===== config.mk =====
export PLATFORM = sky130hd
export DESIGN_NAME = mul_hilo_unit
export DESIGN_NICKNAME = d
export VERILOG_FILES = /design/src/rtl/mul_hilo_unit_pkg.sv /design/src/rtl/mul_hilo_unit_core.sv /design/src/rtl/mul_hilo_unit.sv
export SDC_FILE = /design/constraint.sdc
export NUM_CORES = 1
export LEC_CHECK = 0
export CORE_MARGIN = 5
export CORE_UTILIZATION = 46
export DETAILED_ROUTE_END_ITERATION = 7
export GPL_ROUTABILITY_DRIVEN = 0
export MAX_ROUTING_LAYER = met4
export PLACE_DENSITY = 0.68
export SLEW_MARGIN = 40
export SYNTH_ARGS = -nofsm -noshare
export SYNTH_HDL_FRONTEND = slang
export SYNTH_SLANG_ARGS = --single-unit

===== constraint.sdc =====
create_clock -name i_clk -period 7.8 [get_ports i_clk]
set_clock_uncertainty 0.05 [all_clocks]
set_input_delay 1.56 -clock i_clk [delete_from_list [all_inputs] [get_ports i_clk]]
set_output_delay 1.56 -clock i_clk [all_outputs]
set_load 0.01 [all_outputs]

===== src/rtl/mul_hilo_unit_pkg.sv =====
// rtl/mul_hilo_unit_pkg.sv - shared op/state encodings for the HI/LO multiply unit
package mul_hilo_unit_pkg;

   localparam int WIDTH_DEF = 32;

   typedef enum logic [2:0] {
      MUL_MULT  = 3'd0,
      MUL_MULTU = 3'd1,
      MUL_MADD  = 3'd2,
      MUL_MSUB  = 3'd3,
      MUL_MTHI  = 3'd4,
      MUL_MTLO  = 3'd5
   } mul_op_e;

   typedef enum logic [1:0] {
      ST_IDLE   = 2'd0,
      ST_RUN    = 2'd1,
      ST_FINISH = 2'd2
   } mul_state_e;

   // Ops that occupy the iterative multiplier (MULT..MSUB).
   function automatic logic is_mul_op(input logic [2:0] op);
      return (op <= 3'd3);
   endfunction

endpackage


===== src/rtl/mul_hilo_unit_core.sv =====
// rtl/mul_hilo_unit_core.sv - unsigned shift-add multiplier, one multiplier bit per cycle
module mul_hilo_unit_core #(
   parameter int WIDTH = 32
) (
   input  logic               i_clk,
   input  logic               i_rst,
   input  logic               i_load,
   input  logic [WIDTH-1:0]   i_mcand,
   input  logic [WIDTH-1:0]   i_mplier,
   output logic [2*WIDTH-1:0] o_product,
   output logic               o_last
);

   localparam int CW = (WIDTH > 1) ? $clog2(WIDTH) : 1;
   localparam logic [CW-1:0] LAST_CNT = CW'(WIDTH - 1);

   logic [WIDTH-1:0]   r_mcand;
   logic [2*WIDTH-1:0] r_mplier;
   logic [2*WIDTH-1:0] r_product;
   logic [CW-1:0]      r_cnt;
   logic               r_run;
   logic [2*WIDTH-1:0] w_addend;

   assign w_addend = r_mcand[0] ? (r_mplier << r_cnt) : '0;

   always_ff @(posedge i_clk or posedge i_rst) begin
      if (i_rst) begin
         r_mcand   <= '0;
         r_mplier  <= '0;
         r_product <= '0;
         r_cnt     <= '0;
         r_run     <= 1'b0;
      end else if (i_load) begin
         r_mcand   <= i_mcand;
         r_mplier  <= {{WIDTH{1'b0}}, i_mplier};
         r_product <= '0;
         r_cnt     <= '0;
         r_run     <= 1'b1;
      end else if (r_run) begin
         r_product <= r_product + w_addend;
         r_mcand   <= r_mcand >> 1;
         r_cnt     <= r_cnt + 1'b1;
         if (r_cnt == LAST_CNT) begin
            r_run <= 1'b0;
         end
      end
   end

   // High on the edge that folds in the final multiplier bit.
   assign o_last    = r_run && (r_cnt == LAST_CNT);
   assign o_product = r_product;

endmodule


===== src/rtl/mul_hilo_unit.sv =====
// rtl/mul_hilo_unit.sv - iterative mult/madd/msub unit holding architectural HI/LO
module mul_hilo_unit
   import mul_hilo_unit_pkg::*;
#(
   parameter int WIDTH = WIDTH_DEF
) (
   input  logic             i_clk,
   input  logic             i_rst,
   input  logic             i_start,
   input  logic [2:0]       i_op,
   input  logic [WIDTH-1:0] i_a,
   input  logic [WIDTH-1:0] i_b,
   output logic [WIDTH-1:0] o_hi,
   output logic [WIDTH-1:0] o_lo,
   output logic             o_busy,
   output logic             o_stall,
   output logic             o_done
);

   mul_state_e r_state;
   mul_state_e w_next_state;

   logic [WIDTH-1:0]   r_hi;
   logic [WIDTH-1:0]   r_lo;
   logic               r_busy;
   logic               r_done;
   logic [2:0]         r_op;
   logic               r_signfix;

   logic               w_load;
   logic               w_write;
   logic               w_last;
   logic               w_signed;
   logic               w_signfix;
   logic [WIDTH-1:0]   w_mag_a;
   logic [WIDTH-1:0]   w_mag_b;
   logic [2*WIDTH-1:0] w_product;
   logic [2*WIDTH-1:0] w_p;
   logic [2*WIDTH-1:0] w_hilo;
   logic [2*WIDTH-1:0] w_new_hilo;

   // Magnitudes of 0x80..0 stay 0x80..0, read as unsigned by the core.
   assign w_signed  = (i_op != MUL_MULTU);
   assign w_mag_a   = (w_signed && i_a[WIDTH-1]) ? -i_a : i_a;
   assign w_mag_b   = (w_signed && i_b[WIDTH-1]) ? -i_b : i_b;
   assign w_signfix = w_signed & (i_a[WIDTH-1] ^ i_b[WIDTH-1]);

   mul_hilo_unit_core #(.WIDTH(WIDTH)) u_core (
      .i_clk     (i_clk),
      .i_rst     (i_rst),
      .i_load    (w_load),
      .i_mcand   (w_mag_a),
      .i_mplier  (w_mag_b),
      .o_product (w_product),
      .o_last    (w_last)
   );

   always_ff @(posedge i_clk or posedge i_rst) begin
      if (i_rst) begin
         r_state <= ST_IDLE;
      end else begin
         r_state <= w_next_state;
      end
   end

   always_comb begin
      w_next_state = r_state;
      case (r_state)
         ST_IDLE:   if (i_start && is_mul_op(i_op)) w_next_state = ST_RUN;
         ST_RUN:    if (w_last) w_next_state = ST_FINISH;
         ST_FINISH: w_next_state = ST_IDLE;
         default:   w_next_state = ST_IDLE;
      endcase
   end

   always_comb begin
      w_load  = 1'b0;
      w_write = 1'b0;
      case (r_state)
         ST_IDLE:   w_load  = i_start && is_mul_op(i_op);
         ST_FINISH: w_write = 1'b1;
         default:   ;
      endcase
   end

   assign w_hilo = {r_hi, r_lo};
   assign w_p    = r_signfix ? -w_product : w_product;

   always_comb begin
      w_new_hilo = w_p;
      case (r_op)
         MUL_MADD: w_new_hilo = w_hilo + w_p;
         MUL_MSUB: w_new_hilo = w_hilo - w_p;
         default:  w_new_hilo = w_p;
      endcase
   end

   always_ff @(posedge i_clk or posedge i_rst) begin
      if (i_rst) begin
         r_hi      <= '0;
         r_lo      <= '0;
         r_busy    <= 1'b0;
         r_done    <= 1'b0;
         r_op      <= '0;
         r_signfix <= 1'b0;
      end else begin
         r_done <= w_write;
         if (w_load) begin
            r_op      <= i_op;
            r_signfix <= w_signfix;
            r_busy    <= 1'b1;
         end else if (w_write) begin
            r_busy <= 1'b0;
         end
         if (w_write) begin
            {r_hi, r_lo} <= w_new_hilo;
         end else if (r_state == ST_IDLE && i_start) begin
            if (i_op == MUL_MTHI) r_hi <= i_a;
            if (i_op == MUL_MTLO) r_lo <= i_a;
         end
      end
   end

   assign o_hi    = r_hi;
   assign o_lo    = r_lo;
   assign o_busy  = r_busy;
   assign o_done  = r_done;
   assign o_stall = r_busy | w_load;

endmodule


After elaboration in Yosys (flattened, before gate mapping)
Cells that the tools add are included.

Register bits: 206. Bits of input ports: 70. Output and inout bits: 67. Word-level logic and storage cells: 75.

$add $sub $neg: 7. Order comparisons: 1. Equality and inequality tests: 10. Shift operators: 1. Multiplexer cells: 27. Bitwise operators: 3. Reductions and logical operators: 14.

Operator list (number): two-way mux 32 bit (10); two-way mux 64 bit (4); adder 64 bit (2); one-hot mux 64 bit (2 select lines) (1); negation 32 bit (2); negation 64 bit (1); left shift 32 x 5 -> 64 bit (1); subtractor 64 bit (1); two-way mux 5 bit (2); nonzero test 2 bit (5); two-way mux 1 bit (7); == test 3 x 2 -> 1 bit, second input constant (2); == test 3 bit, second input constant (2); AND reduction 2 bit (3); adder 5 x 1 -> 5 bit, second input constant (1); == test 5 bit, second input constant (1); logical AND 1 bit (5); two-way mux 2 bit (2); one-hot mux 2 bit (2 select lines) (1); <= comparator 3 x 2 -> 1 bit, second input constant (1); inequality test 3 x 1 -> 1 bit, second input constant (1); == test 2 x 1 -> 1 bit, second input constant (1); == test 2 bit, second input constant (1); logical NOT 2 bit (1); 5 further kinds (5).

Logic depth before layout (Yosys ltp)
Gate-level depths: netlist (run 1).

Depth in word-level cells: 5. Mapped depth: 29. Gate-level depth less buffers: 26.

Hierarchy
A second synthesis (run 1) with hierarchy kept.

Cells, all modules: 2921. Area total of the unflattened synthesis: 22940.8 um^2.

By module, submodules not included: mul_hilo_unit (times used 1, cells each 1574, area an instance 11603.6 um^2, seq. area each 1801.7 um^2); mul_hilo_unit_core (times used 1, cells each 1347, area an instance 11337.1 um^2, seq. area each 3353.2 um^2).

Least setup slack after synthesis (run 1)
Ideal clock, no wire load.

Kind: register to register. From: reg u_core.r_product[0] (netlist: u_core.o_product[0]). To: reg r_hi[30] (netlist: o_hi[30]). Setup time: 0.120 ns. Arrival: 6.111 ns. Data required time: 7.630 ns. Slack: 1.519 ns. Cell stages (with the launch flop): 26. Buffers on the path: 2. Period minus slack after synthesis: 6.281 ns. Cells stage by stage: dfrtp_1 -> buf_2 -> inv_1 -> ha_1 -> or4b_4 -> o41ai_2 -> xnor2_1 -> nor3_2 -> nand4_1 -> or3_1 -> nor3_2 -> a31oi_1 -> xor2_1 -> ha_1 -> and2_1 -> clkbuf_1 -> a21boi_0 -> o21ai_0 -> a311o_1 -> o21ba_2 -> o2111ai_1 -> a31oi_1 -> a221oi_1 -> o31ai_1 -> nor4b_1 -> and3b_1.

Longest elaborated chain between the ends: 5. Elaborated cells on any way between the ends: 6. Those cells by class: 3 x add/sub; 3 x mux.

RTL lines: start: declaration (RTL line mul_hilo_unit_core.sv:19) `logic [2*WIDTH-1:0] r_product;`; start signal: assignment (RTL line mul_hilo_unit_core.sv:40) `r_product <= r_product + w_addend;`; negation 64 bit (RTL line mul_hilo_unit.sv:87) `assign w_p = r_signfix ? -w_product : w_product;`; two-way mux 64 bit (*) (RTL line mul_hilo_unit.sv:87); subtractor 64 bit or adder 64 bit (tied branches) (RTL line mul_hilo_unit.sv:93, mul_hilo_unit.sv:92); one-hot mux 64 bit (2 select lines) (*) (RTL line mul_hilo_unit.sv:91) `case (r_op)`; two-way mux 32 bit (*) (RTL line mul_hilo_unit.sv:115) `if (w_write) begin`; end signal: assignment (RTL line mul_hilo_unit.sv:116) `{r_hi, r_lo} <= w_new_hilo;`; end signal: assignment (RTL line mul_hilo_unit.sv:118) `if (i_op == MUL_MTHI) r_hi <= i_a;`; end: declaration (RTL line mul_hilo_unit.sv:23) `logic [WIDTH-1:0] r_hi;`.

Every way passes the cells marked *; elsewhere a longest branch is shown, timed or not. A chain may end at the register's enable or synchronous reset.

Final worst setup path (run 1)
Ends and elaborated chain as after synthesis.

==> flow_summary.json, run 1 <==
{
  "status": "complete, no violations",
  "synth.area.mux_share": 0.07521,
  "dp_slack_ps": 618.1,
  "syn_area_mm2": 0.02247,
  "gr-usage-met1": 0.3482,
  "grt_pass1_wl_um": 112700,
  "area_growth_pct": 11.47,
  "hold_ws_ps": 460.7,
  "slew_headroom": 0.4198,
  "synth_top_family_by_area": "compound AO/OA/AOI/OAI gates",
  "cp_max_fo": 11,
  "drtIter0Drc": 2058,
  "wl_per_cell_um": 20.25,
  "fin_util": 0.5150,
  "ys_seq_area_frac": 0.2294,
  "start_kind": "flop",
  "start_util": 0.4620,
  "grtUsageMet3": 0.03834,
  "critPathCaptureType": "flop",
  "worst_slew_pin_slew_ps": 862.3,
  "grt_overflow": 0,
  "synth-simple-area-share": 0.2056,
  "crit_type": "flop to flop",
  "setup_viol": 0,
  "cts_resized": 0,
  "dieArea_mm2": 0.05338,
  "synth_area_leader_cell": "dfrtp_1",
  "vias": 22072,
  "cts_hold_buf": 0,
  "syn-num-nets": 3077,
  "setup_ws_ps": 432.4,
  "portBuffers": 136,
  "rsz0062_at_grt": "false",
  "multi_input_area_mm2": 0.01640,
  "fin_crit_sh": 0.9446,
  "regToRegSetupSlack_ps": 430,
  "clock_latency_ps": 550,
  "hold_path_class": "flop to flop",
  "dr.pass1.iters": 6,
  "syn_area_per_cell_um2": 7.823,
  "wl_um": 71290,
  "synth-compound-area-share": 0.2541,
  "via_per_inst": 6.269,
  "maxCapViolations": 0,
  "yosysTopAreaCellShare": 0.2294,
  "cts.sinks": 206,
  "chipWidth_um": 231.0,
  "postCtsSetupBuffers": 0,
  "synthXorXnorAreaFrac": 0.1181,
  "nFillCells": 4576,
  "fin_tns_setup_ps": 0,
  "yosysMostFrequentCell": "nand2_1",
  "met2_usage": 0.4192,
  "synthTopCellsByCount": "nand2_1 (305), nor2_1 (295), a21oi_1 (229)",
  "row_count": 81,
  "io_pins": 137,
  "hpwl_um": 55860,
  "async_reset_ff_frac": 1.000,
  "ys_warn_count": 0,
  "busiest_layer": "met2",
  "min_period_ps": 7368,
  "numCtsBuffers": 25,
  "core_mm2": 0.04865,
  "ys_ff_latch": 206,
  "clk_path_buf_depth": 3,
  "worstPathArrival_ps": 7760,
  "antenna_found_initial": 0,
  "first_global_vias": 20669,
  "grt_max_degree": 89,
  "diodes": 0,
  "slew_viol_final": 0,
  "clk_pin_slew_worst_paths_ps": 60,
  "synth_edf_count": 0,
  "crit_required_ps": 8190,
  "ys.flop_type": "dfrtp_1",
  "synthAdderAreaFrac": 0.07527,
  "postRouteAntennaNets": 0,
  "synth_cell_types": 90,
  "regArea_mm2": 0.005165,
  "syn_inst": 2873,
  "cts_tree": "yes",
  "finalNetCount": 3085,
  "drc": 0,
  "htree_levels": 1,
  "drive_gt1_frac": 0.05692,
  "grt_usage": 0.2635,
  "yosys-top-cells-area": "dfrtp_1 (23%), ha_1 (7.3%), xnor2_1 (6.1%)",
  "hold_violations": 0,
  "die_h_um": 231.0,
  "fmax_ghz": 0.1357,
  "clock-root-buffer": "clkbuf_16"
}
[layout make-up]
type,instances,share of cell area
timing repair buffer,158,0.06238
clock buffer,33,0.02817
inverter,68,0.01054
multi-input combinational,2422,0.6547
tap,622,0.03106
clock inverter,12,0.006992
sequential,206,0.2062
[cells by family after synthesis]
kind of cell	Yosys count
multiplexers	144
flip-flops	206
buffers and inverters	245
AND/OR/NAND/NOR	954
XOR/XNOR	303
adder cells (fa/ha/maj)	134
AO/OA/AOI/OAI	887
[metrics by stage]
step | instance area (µm²) | cells
global placement | 24110 | 3474
CTS | 24990 | 3519
floorplan | 22470 | 2873
detailed placement | 24110 | 3474
global route | 25050 | 3521
finish | 25050 | 3521
[cell usage in the layout, fill, tap and decap left out, types with 50 or more instances in the layout]
| master | synthesis | final |
|---|---|---|
| a211oi_1 | 62 | 62 |
| a21o_1 | 69 | 69 |
| a21oi_1 | 229 | 229 |
| clkdlybuf4s50_1 | 0 | 136 |
| dfrtp_1 | 206 | 202 |
| ha_1 | 132 | 132 |
| inv_1 | 64 | 62 |
| mux2i_1 | 107 | 107 |
| nand2_1 | 305 | 305 |
| nor2_1 | 295 | 295 |
| nor3_1 | 50 | 50 |
| o21ai_0 | 210 | 210 |
| o31ai_1 | 62 | 62 |
| xnor2_1 | 157 | 157 |
| xor2_1 | 146 | 146 |
[metal layers]
layer	vias up	part of all wire
li1	10545	-
met1	10377	0.43
met2	964	0.45
met3	186	0.077
met4	0	0.038
met5	-	0
[worst max-delay path, cell delays in order, from the launching register on]
cell,delay (ps)
dfrtp_1,500
inv_1,140
ha_1,300
nor4b_4,450
nand3_1,140
buf_4,200
o41ai_1,330
xor2_1,400
nand4_1,260
or3_1,520
nor3_2,360
a31oi_1,150
xor2_1,180
ha_1,370
and2_1,270
or3b_2,480
a2111oi_0,640
o21ba_2,290
o2111ai_1,110
a31oi_1,260
a221oi_1,200
o31ai_1,370
nand4_1,130
and3b_1,180
[state kept, by name, indices dropped and copies added (netlist names), 2 cells and up]
name	count
r_op	3
u_core.r_cnt	5
o_hi	32
o_lo	32
u_core.r_mcand	32
u_core.o_product	64
u_core.r_mplier	32
r_state	2
[final timing paths]
kind | startpoint | end | depth (start not counted)
setup / recovery | u_core.o_product[0]$_DFFE_PP0P_ | o_hi[30]$_DFFE_PP0P_ | 23
hold / removal | u_core.r_mplier[5]$_DFFE_PP0P_ | u_core.r_mplier[5]$_DFFE_PP0P_ | 2
setup reg to reg | u_core.o_product[0]$_DFFE_PP0P_ | o_hi[30]$_DFFE_PP0P_ | 23
hold reg to reg | u_core.r_mplier[5]$_DFFE_PP0P_ | u_core.r_mplier[5]$_DFFE_PP0P_ | 2
max in group asynchronous | i_rst | u_core.r_run$_DFF_PP0_ | 3
min in group asynchronous | i_rst | u_core.o_product[4]$_DFFE_PP0P_ | 2
Power of run 1 is left out: the tool's default activity adds up to more than one toggle a clock period on the data nets, which glitch-free logic cannot reach.
==> run 2: changes to the inputs <==
HOLD_SLACK_MARGIN = 0.15   (was unset)
==> results of run 2 <==
No change in the layout: final DEF, timing and power equal those of run 1.
Power of run 2 is left out for the same reason.
